$ cat src/rtl/verisparse_pkg.sv
// verisparse_pkg: command and sequencer state types shared across the verisparse engine
package verisparse_pkg;
    localparam int DICT_CMD_W = 2;
    typedef enum logic [DICT_CMD_W-1:0] {
        NOP                    = 2'd0,
        LOAD_SENSING_MATRIX    = 2'd1,
        COMPUTE_INNER_PRODUCTS = 2'd2
    } dict_cmd_t;
    typedef enum logic [3:0] {
        IDLE,
        LOAD_START,
        LOAD_STREAM,
        WAIT_RES,
        SWEEP_START,
        SWEEP_RUN,
        MAX_WAIT,
        RECORD,
        FINISH
    } seq_state_t;
endpackage

$ cat src/rtl/vs_watchdog_counter.sv
// vs_watchdog_counter: counts cycles spent in a watched state and flags the LIMIT-th one
module vs_watchdog_counter #(
    parameter int LIMIT = 1024
) (
    input  logic clock,
    input  logic reset,
    input  logic clear,
    input  logic enable,
    output logic expired
);
    localparam int W = $clog2(LIMIT + 1);
    logic [W-1:0] count;
    logic [W-1:0] spent;
    assign spent   = clear ? '0 : count;
    assign expired = enable && spent == W'(LIMIT - 1);
    // Advance only while enabled so unwatched states leave the counter at zero
    always_ff @(posedge clock) begin
        if (reset) count <= '0;
        else count <= enable ? spent + 1'b1 : '0;
    end
endmodule

$ cat src/rtl/vs_sweep_sequencer.sv
// vs_sweep_sequencer: one sensing-matrix load followed by K sweep/max rounds, recording each winner
module vs_sweep_sequencer
    import verisparse_pkg::*;
#(
    parameter int ROWS           = 4,
    parameter int COLUMNS        = 8,
    parameter int TIMEOUT_CYCLES = 1024
) (
    input  logic        clock,
    input  logic        reset,
    input  logic        go,
    input  logic [3:0]  num_atoms,
    input  logic        residual_ready,
    input  logic        proc_done,
    input  logic        max_done,
    input  logic [7:0]  max_location,
    output dict_cmd_t   command,
    output logic        proc_start,
    output logic        proc_read_select,
    output logic [15:0] phi_read_addr,
    output logic        atom_valid,
    output logic [7:0]  atom_index,
    output logic [3:0]  atom_count,
    output logic        busy,
    output logic        done,
    output logic        timeout
);
    localparam logic [15:0] ADDR_MAX  = 16'(ROWS * COLUMNS - 1);
    localparam logic [8:0]  COL_LIMIT = 9'(COLUMNS);
    seq_state_t state;
    seq_state_t prev_state;
    logic [3:0] k_target;
    logic       watched;
    logic       expired;
    assign watched = state inside {LOAD_STREAM, SWEEP_RUN, MAX_WAIT};
    vs_watchdog_counter #(.LIMIT(TIMEOUT_CYCLES)) u_watchdog (
        .clock   (clock),
        .reset   (reset),
        .clear   (state != prev_state),
        .enable  (watched),
        .expired (expired)
    );
    // Sequencer: every output is assigned on the transition into its state so it comes from a flop
    always_ff @(posedge clock) begin
        if (reset) begin
            state            <= IDLE;
            prev_state       <= IDLE;
            k_target         <= '0;
            command          <= NOP;
            proc_start       <= 1'b0;
            proc_read_select <= 1'b0;
            phi_read_addr    <= '0;
            atom_valid       <= 1'b0;
            atom_index       <= '0;
            atom_count       <= '0;
            busy             <= 1'b0;
            done             <= 1'b0;
            timeout          <= 1'b0;
        end else begin
            prev_state <= state;
            proc_start <= 1'b0;
            atom_valid <= 1'b0;
            done       <= 1'b0;
            if (expired) begin
                state            <= IDLE;
                command          <= NOP;
                proc_read_select <= 1'b0;
                busy             <= 1'b0;
                timeout          <= 1'b1;
            end else begin
                case (state)
                    IDLE: if (go) begin
                        timeout <= 1'b0;
                        if (num_atoms == 4'd0) done <= 1'b1;
                        else begin
                            state            <= LOAD_START;
                            k_target         <= num_atoms;
                            atom_count       <= '0;
                            busy             <= 1'b1;
                            command          <= LOAD_SENSING_MATRIX;
                            proc_read_select <= 1'b1;
                            phi_read_addr    <= '0;
                            proc_start       <= 1'b1;
                        end
                    end
                    LOAD_START: state <= LOAD_STREAM;
                    LOAD_STREAM: if (proc_done) begin
                        state            <= WAIT_RES;
                        proc_read_select <= 1'b0;
                    end else if (phi_read_addr != ADDR_MAX) phi_read_addr <= phi_read_addr + 16'd1;
                    WAIT_RES: if (residual_ready) begin
                        state      <= SWEEP_START;
                        command    <= COMPUTE_INNER_PRODUCTS;
                        proc_start <= 1'b1;
                    end
                    SWEEP_START: state <= SWEEP_RUN;
                    SWEEP_RUN, MAX_WAIT: if (max_done && (proc_done || state == MAX_WAIT)) begin
                        state      <= RECORD;
                        atom_index <= max_location;
                        atom_valid <= 1'b1;
                        atom_count <= atom_count + 4'd1;
                        if ({1'b0, max_location} >= COL_LIMIT) timeout <= 1'b1;
                    end else if (proc_done) state <= MAX_WAIT;
                    RECORD: if (atom_count == k_target) begin
                        state <= FINISH;
                        done  <= 1'b1;
                    end else state <= WAIT_RES;
                    FINISH: begin
                        state   <= IDLE;
                        command <= NOP;
                        busy    <= 1'b0;
                    end
                    default: state <= IDLE;
                endcase
            end
        end
    end
endmodule

$ cat config.mk
export PLATFORM = sky130hd
export DESIGN_NAME = vs_sweep_sequencer
export DESIGN_NICKNAME = d
export VERILOG_FILES = /design/src/rtl/verisparse_pkg.sv /design/src/rtl/vs_watchdog_counter.sv /design/src/rtl/vs_sweep_sequencer.sv
export SDC_FILE = /design/constraint.sdc
export NUM_CORES = 1
export LEC_CHECK = 0
export BUFFER_PORTS_ARGS = -buffer_cell sky130_fd_sc_hd__buf_2
export CORE_MARGIN = 4
export CORE_UTILIZATION = 50
export DETAILED_ROUTE_END_ITERATION = 8
export PLACE_DENSITY = 0.75
export SYNTH_ARGS = -nofsm -noshare
export SYNTH_HDL_FRONTEND = slang
export SYNTH_SLANG_ARGS = --single-unit
$ cat constraint.sdc
create_clock -name clock -period 2.73 [get_ports clock]
set_clock_uncertainty 0.15 [all_clocks]
set_input_delay 0.273 -clock clock [delete_from_list [all_inputs] [get_ports clock]]
set_output_delay 0.273 -clock clock [all_outputs]
set_load 0.005 [all_outputs]
# After elaboration in Yosys (flattened, before gate mapping)
# Index checks and enable logic that the tools add are counted.
# classes
n_eq_ne	23
reduce_logical	24
bitwise	4
mux	41
n_addsub	3
n_lt_le_gt_ge	1
# op_table
operator	count
2-to-1 mux 16 bit	4
2-to-1 mux 4 bit	10
case mux 16 bit (2 select lines)	1
case mux 4 bit (7 select lines)	1
adder 16 x 1 -> 16 bit (second input constant)	1
== test 4 x 3 -> 1 bit (second input constant)	4
!= test 16 x 5 -> 1 bit (second input constant)	1
AND reduction 4 bit	4
2-to-1 mux 1 bit	14
!= test 2 bit (second input constant)	6
!= test 3 bit (second input constant)	4
adder 11 x 1 -> 11 bit (second input constant)	1
== test 11 x 10 -> 1 bit (second input constant)	1
2-to-1 mux 11 bit	1
case mux 1 bit (2 select lines)	5
AND reduction 5 bit	2
nonzero test 3 bit	3
== test 4 x 2 -> 1 bit (second input constant)	2
greater-or-equal comparator 8 x 4 -> 1 bit (second input constant)	1
zero test 4 bit	2
case mux 4 bit (2 select lines)	1
2-to-1 mux 2 bit	3
case mux 2 bit (3 select lines)	1
AND reduction 3 bit	2
other kinds (13)	21
# word_totals
register_bits	59
output_inout_bits	36
in_bits	18

# Depth between registers and ports, before layout
# Gate-level depths: netlist of the first run.
# depth
depth_word	6
ltp_mapped	11

# Cells and area by module
# A second synthesis of the first run with hierarchy kept.
# hier_totals
cells_unflattened	337
hier_area_um2	2870.3
# by_module_without_submodules
module	cells_per_inst	area_each_um2	seq_area_each_um2	instances
vs_sweep_sequencer	278	2346.0	960.9	1
vs_watchdog_counter	59	524.3	220.2	1

# Worst setup path after synthesis of the first run
# No wires, ideal clock.
# synth_path
path_kind	register to register
from	reg state[3]
to	reg atom_count[3]
path_slack_ns	-0.234
stages_incl_launch_ff	11
t_arrival_ns	2.693
n_path_buf	1
period_less_slack_ns	2.964
required_time_ns	2.459
setup_time_ns	0.121
cell_sequence	dfxtp_1 -> buf_2 -> xor2_1 -> nor4_4 -> and2_1 -> ha_1 -> nand4_1 -> nor4_2 -> nand4b_1 -> nand3_1 -> mux2_2
# synth_between
elab_chain_len	6
elab_cells_between_ends	19
cone_classes	eq/ne: 8; mux: 2; bitwise: 1; reduce/logical: 8
# synth_lines
item	line_no	source
start, declared	vs_sweep_sequencer.sv:30	seq_state_t state;
start signal, assigned	vs_sweep_sequencer.sv:46	state <= IDLE;
start signal, assigned	vs_sweep_sequencer.sv:65	state <= IDLE;
start signal, assigned	vs_sweep_sequencer.sv:76	state <= LOAD_START;
!= test 4 bit	vs_sweep_sequencer.sv:39	.clear (state != prev_state),
2-to-1 mux 11 bit	vs_watchdog_counter.sv:14	assign spent = clear ? '0 : count;
== test 11 x 10 -> 1 bit	vs_watchdog_counter.sv:15	assign expired = enable && spent == W'(LIMIT - 1);
logical AND 1 bit	vs_watchdog_counter.sv:15	
inverter 1 bit (no source line)	-	
AND reduction 5 bit (no source line)	-	
end signal, assigned	vs_sweep_sequencer.sv:101	atom_count <= atom_count + 4'd1;
end, declared	vs_sweep_sequencer.sv:23	output logic [3:0] atom_count,
# Parallel ways exist; a longest one is shown, timed or not.
# A chain may end at the register's enable or synchronous reset.

# Final worst setup path of the first run
# layout_path
from	reg state[3]
to	reg atom_count[2]
# Same word-level chain as after synthesis.

==> run metrics, run 1 <==
status=finished, final reports clean; Final WS setup=0.119 ns; # setup viols final=0; uppermost layer routed=met4; CP required=2.85 ns; Critical Path Source Type=flop; vias in the first global route=2613; Hold Vio Cnt, Final=0; DRT iter0 DRCs=142; sinks on the clock net=59; CP arrival=2.73 ns; die area=7200 um2; root buffer cell=clkbuf_8; largest net degree at the start of global routing=23; Hold Path Cell Cnt=3; P_leak=0.00151 uW; slew at the pin closest to its max-slew limit=0.554 ns; final worst path period need=2.61 ns; share of layout cells above drive strength 1=27.8%; syn_nets=353; reg-to-reg startpoint=state[3]$_SDFFE_PP0P_; Die X=84.9 um; met3 routed WL=427 um; I/O pin count=54; fraction of registers with async set/reset=0%; most frequent cells in the layout=dfxtp_1 (57), buf_2 (53), nor2_1 (37), nand2_1 (22), a21oi_1 (18); Crit Path Category=flop to flop; Synth Flop Type=dfxtp_1; CTS clk-pin slew, worst paths=0.06 ns; Yosys warnings=0; Initial Util=52.7%; crit path max fanout=5; Clock Path Buffers=2; max_cap viols=0; CP Launch Point=state[3]$_SDFFE_PP0P_; Yosys reg bits=59; H-tree level count=3; fin crit share=95.7%; first-pass GRT wire length=12.5 mm; initial antenna violation count=0; CORE AREA=5610 um2; Setup crit end kind=flop; die height=84.9 um; min-delay src=max_location[2]; commonest non-fill, non-tap cell in the layout=dfxtp_1; Worst-Skew Late Latency=0.34 ns; reg2reg path depth=11; row count=27; PortBufs=53; Synth cell types=65; DRC=0; worst min path class=input port to flop; Total Routing Usage GR=21.5%; met1 WL=3.45 mm; post-route ant nets=0; number of flops mapped to enable cells by yosys=0; DR WL met2=3.70 mm; Final Wtd Congestion=0.938; Inserted Diodes=0; drt wl/cell=16.3 um; Pins Over Slew Limit=0; Max-slew headroom=62.6%; DP Wirelength=5.31 mm; pre-CTS setup slack=0.0332 ns; synthesized instance count=332; reg-to-reg slack, setup=0.12 ns; Pwr Density=740 nW/um2; routed wire length=7.75 mm; Post-Syn Area=2950 um2; RSZ-0062 raised after global routing=true; via-per-instance ratio=5.89; TritonCTS buffer count=9; post-synthesis sequential area ratio=40.0%; maximum clock rate=0.383 GHz; CTS tree=yes; DR pass1 iterations=5; routed vias=2800; Core Util, Final=65.5%; Synth Area per Inst=8.89 um2; final net count=421; Peak VDD IR=0.517 mV; area added between synthesis and finish=24.4%; total congestion overflow=0
==> per-layer routing <==
| layer | global-route usage [%] | up-vias |
|---|---|---|
| met5 | 0 | - |
| li1 | - | 1365 |
| met1 | 28.6 | 1322 |
| met3 | 4.08 | 15 |
| met2 | 33.7 | 98 |
| met4 | 10.2 | 0 |
==> cell type report <==
type / count / area [um2]
clock buffer: 12 / 165
clock inverter: 2 / 35.0
fill: 466 / 1940
inverter: 8 / 30.0
multi-input combinational: 255 / 1790
sequential: 59 / 1180
tap: 72 / 90.1
timing repair buffer: 67 / 383
==> metrics by stage <==
step | setup TNS (ns) | hold WS (ns) | area (um2) | cells | power (uW)
global route | -0.107 | 0.0458 | 3670 | 475 | 2860
CTS | 0 | 0.0138 | 3560 | 471 | 2660
global placement | 0 | 0.293 | 3360 | 457 | 1830
detailed placement | 0 | 0.297 | 3360 | 457 | 1850
finish | 0 | 0.0237 | 3670 | 475 | 2720
floorplan | 0 | 0.267 | 2990 | 332 | 1600
==> critical path, cell delays in order, from the launching register on <==
cell	delay (ns)
dfxtp_1	0.35
xor2_1	0.24
nor4_4	0.09
and2_4	0.18
ha_4	0.16
nand4_1	0.10
buf_4	0.15
nor4_4	0.04
buf_4	0.16
and4b_2	0.26
or4_4	0.52
a21oi_2	0.15
==> final timing paths <==
check	end
max reg2reg	atom_count[2]$_SDFFE_PP0P_
min reg2reg	command[0]$_SDFFE_PP0P_
max	atom_count[2]$_SDFFE_PP0P_
min	atom_index[2]$_SDFFE_PP0P_
==> sequential cells by signal, indices dropped and copies added, names as in the netlist <==
signal,flops
atom_index,8
atom_count,4
done,1
proc_read_select,1
timeout,1
state,4
k_target,4
busy,1
phi_read_addr,16
command,2
u_watchdog.count,11
prev_state,4
proc_start,1
atom_valid,1
==> report_power, final <==
group	internal [uW]	leakage (uW)	switching [uW]	total, uW
sequential	935	0.000479	56.7	991
clock	485	0.000104	344	829
combinational	363	0.000930	533	896
total	1780	0.00151	933	2720
==> repair_timing <==
item	4_1_cts	5_1_grt
hold endpoints to repair	0	0
resized for setup	0	17
setup endpoints to repair	0	38
hold buffers	0	0
buffers inserted	0	3
==> cell families after synthesis <==
| logic type | count (synthesis) | synth area share (%) |
|---|---|---|
| XOR/XNOR | 16 | 4.75 |
| AO/OA/AOI/OAI | 76 | 18.7 |
| adder cells (fa/ha/maj) | 3 | 1.27 |
| buffers and inverters | 19 | 3.05 |
| multiplexers | 16 | 5.47 |
| flip-flops | 59 | 40.0 |
| AND/OR/NAND/NOR | 143 | 26.7 |
==> synth_stat cells (4+ instances only) <==
library cell / instances / area share (%)
nor4_1: 4 / 0.85
nand2b_1: 4 / 0.85
or3_1: 4 / 0.85
and3_1: 8 / 1.7
o21ai_0: 7 / 1.2
nor2b_1: 5 / 1.1
or4_1: 5 / 1.3
and2_1: 6 / 1.3
o41ai_1: 4 / 1.2
clkbuf_1: 4 / 0.51
nor2_1: 38 / 4.8
o21a_1: 4 / 1.0
o311ai_0: 5 / 1.5
nand2_1: 23 / 2.9
xnor2_1: 5 / 1.5
mux2i_1: 15 / 5.1
inv_1: 8 / 1.0
nand4_1: 6 / 1.3
nor3_1: 6 / 1.0
a21oi_1: 19 / 3.2
a31oi_1: 9 / 1.9
xor2_1: 11 / 3.3
nand3_1: 15 / 2.5
o31ai_1: 5 / 1.3
dfxtp_1: 59 / 40
No activity file was read; power rests on OpenSTA's default activity.
==> run 2: changes to the inputs <==
--- a/config.mk
+++ b/config.mk
@@ -5,11 +5,12 @@
 export SDC_FILE = /design/constraint.sdc
 export NUM_CORES = 1
 export LEC_CHECK = 0
-export BUFFER_PORTS_ARGS = -buffer_cell sky130_fd_sc_hd__buf_2
 export CORE_MARGIN = 4
-export CORE_UTILIZATION = 50
+export CORE_UTILIZATION = 57
 export DETAILED_ROUTE_END_ITERATION = 8
-export PLACE_DENSITY = 0.75
+export DONT_BUFFER_PORTS = 1
+export PLACE_DENSITY = 0.74
 export SYNTH_ARGS = -nofsm -noshare
 export SYNTH_HDL_FRONTEND = slang
+export SYNTH_HIERARCHICAL = 1
 export SYNTH_SLANG_ARGS = --single-unit
==> run 2 against run 1 <==
- global-route usage up 1.2 points
- power shrank 24%
- largest power group unchanged
- clock power rose by 1%
==> run metrics, run 2 <==
slew at the pin closest to its max-slew limit=0.641 ns; pre-CTS setup slack=0.0238 ns; Net Sw Power=539 uW; area added between synthesis and finish=23.2%; Clock Path Buffers=2; WHS Endpoint=phi_read_addr[5]$_SDFFE_PP0P_; synthesized instance count=337; count leader, synth=dfxtp_1; initial antenna violation count=0; TritonCTS buffer count=9; reg2reg path depth=13; H-tree level count=3; Synth Area in Compound Gates=16.1%; commonest non-fill, non-tap cell in the layout=dfxtp_1; total power=2060 uW; Adder-Cell Fraction of Synth Area=1.31%; Comb pwr share=15.0%; Synth Flop Type=dfxtp_1; reg-to-reg startpoint=state[2]$_SDFFE_PP0P_; Net Sw Frac=26.2%; CTS clk-pin slew, worst paths=0.07 ns; P_leak=0.00136 uW; routed vias=2646; Hold Path Cell Cnt=3; part of the power in registers=44.3%; Die X=79.0 um; Synth Area in XOR/XNOR=3.66%; Pwr Density=583 nW/um2; Non-Filler Instances=442; Pins Over Slew Limit=0; root buffer cell=clkbuf_8; Crit Path Category=flop to flop; number of flip-flops in the largest register=16; CP arrival=2.73 ns; DR pass1 iterations=5; Sequential Area=1180 um2; Initial Util=60.0%; Reg with most FFs=phi_read_addr; routed wire length=7.20 mm; DRC=0; share of the synthesized area in the top cell type=41.2%; number of flops mapped to enable cells by yosys=0; die height=79.0 um; Max-slew headroom=57.2%; sinks on the clock net=59; I/O pin count=54; Synth cell types=52; drt wl/cell=16.3 um; Worst R2R End=phi_read_addr[3]$_SDFFE_PP0P_; fin crit share=95.3%; fraction of registers with async set/reset=0%; most frequent cells in the layout=dfxtp_1 (56), nor2_1 (35), a21oi_1 (27), nand2_1 (19), dlygate4sd3_1 (19); Total Routing Usage GR=22.7%; worst min path class=input port to flop; Internal=1520 uW; CTS tree=yes; Synth Area per Inst=8.52 um2; CP required=2.85 ns; setup TNS=0 ns; Setup crit end kind=flop; reg-to-reg slack, setup=0.13 ns; die area=6230 um2; Inserted Diodes=0; post-synth top area cell=dfxtp_1; Final Wtd Congestion=0.873; Clk pwr share=40.7%; final net count=391; crit path max fanout=9; footprint of the multi-input gates=1700 um2; via-per-instance ratio=5.99; Worst-Skew Late Latency=0.34 ns; mux cell area share after synthesis=4.18%; post-synthesis simple-gate area fraction=29.9%; Filler cells=350; Post-Syn Area=2870 um2; Peak VDD IR=0.390 mV; post-synthesis sequential area ratio=41.2%; Final WS setup=0.127 ns; Post-synth top cells=dfxtp_1 (59), nor2_1 (35), a21oi_1 (29); DRT iter0 DRCs=153; final worst path period need=2.60 ns; syn_nets=358; row count=25; max_cap viols=0; CORE AREA=4790 um2; total congestion overflow=0; share of layout cells above drive strength 1=16.8%; DP Wirelength=4.62 mm; Core Util, Final=73.9%; largest family of logic cells by synthesized area=simple AND/OR/NAND/NOR gates; Critical Path Source Type=flop; largest net degree at the start of global routing=27; Placed Cells=403; Regs by FF count=phi_read_addr x16, u_watchdog/count x11, atom_index x8; min-delay src=reset; first-pass GRT wire length=11.2 mm; Yosys reg bits=59; maximum clock rate=0.384 GHz; Yosys warnings=6; largest cells by area after synthesis=dfxtp_1 (41%), a21oi_1 (5.1%), nor2_1 (4.6%); Hold Vio Cnt, Final=0; vias in the first global route=2454; post-route ant nets=0; # setup viols final=0; PortBufs=0; status=finished, final reports clean
-- run 2: changes by cell type after synthesis, moves of 5 or more --
cell      delta
nor3_1       +8
a31oi_1      -7
a21oi_1     +10
xor2_1       -6
and3_1       +5
o311ai_0     -5
a211o_1      +8
o21ai_0      +8
-- run 2: worst max-delay path by stage --
stage,from,endpoint,slack [ns],cells after the start
final,state[2]$_SDFFE_PP0P_,phi_read_addr[3]$_SDFFE_PP0P_,0.13,13
after global routing,state[2]$_SDFFE_PP0P_,phi_read_addr[14]$_SDFFE_PP0P_,-0.04,13
after CTS,state[1]$_SDFFE_PP0P_,atom_index[5]$_SDFFE_PP0P_,0.02,9
after detailed placement,state[1]$_SDFFE_PP0P_,atom_index[5]$_SDFFE_PP0P_,0.02,9
after global placement,state[1]$_SDFFE_PP0P_,atom_index[0]$_SDFFE_PP0P_,0.08,9
after floorplan,state[1]$_SDFFE_PP0P_,phi_read_addr[10]$_SDFFE_PP0P_,-0.19,14
-- run 2: worst max-delay path, cell delays in order, from the launching register on --
cell and delay, ns:
dfxtp_2 0.33, xnor2_2 0.13, nand4_1 0.16, nor2b_2 0.07, ha_2 0.19, nand3b_1 0.13
nor3_2 0.05, nor4bb_4 0.17, buf_4 0.14, nor3_4 0.15, nand2_2 0.08, buf_6 0.14
or4_4 0.51, a21oi_2 0.13
-- run 2: per-layer routing --
layer	global-route usage (%)	share of wire [%]	vias up	wire length, um
li1	-	-	1306	-
met5	0	0	-	0
met1	27.2	42	1229	3020
met2	37.0	49	97	3510
met4	10.1	1.8	0	129
met3	7.26	7.6	14	544
-- run 2: kinds of logic after synthesis --
logic type | Yosys count
AOI/OAI and AO/OA | 74
xor gates and xnor gates | 12
adders and majority gates | 3
buffers and inverters | 21
DFF | 59
muxes | 12
and+or+nand+nor | 156
-- run 2: layout make-up --
cell class | instances | area share, %
flip-flops and latches | 59 | 33.5
inverters | 8 | 0.849
well taps | 67 | 2.37
multi-input cells | 258 | 48.1
repair buffers | 34 | 9.13
clock inverters | 4 | 1.34
clock buffers | 12 | 4.67
-- run 2: repair_timing --
action,CTS,global route
setup endpoints to repair,0,36
buffers inserted,0,3
hold endpoints to repair,27,19
hold buffers,7,12
resized for setup,0,15
-- run 2: through the flow --
| step | hold WS (ns) | cell area, um2 |
|---|---|---|
| floorplan | 0.234 | 2970 |
| CTS | -0.169 | 3330 |
| finish | 0.0145 | 3540 |
| global route | 0.0440 | 3540 |
| global placement | 0.196 | 3040 |
| detailed placement | 0.195 | 3040 |
-- run 2: power by group through the flow --
| stage | Combinational, uW | Sequential, uW | Clock [uW] |
|---|---|---|---|
| after floorplan | 215 | 927 | 0 |
| after global placement | 254 | 931 | 0 |
| after detailed placement | 259 | 933 | 0 |
| after CTS | 268 | 913 | 852 |
| after global routing | 337 | 916 | 897 |
| final | 309 | 913 | 839 |
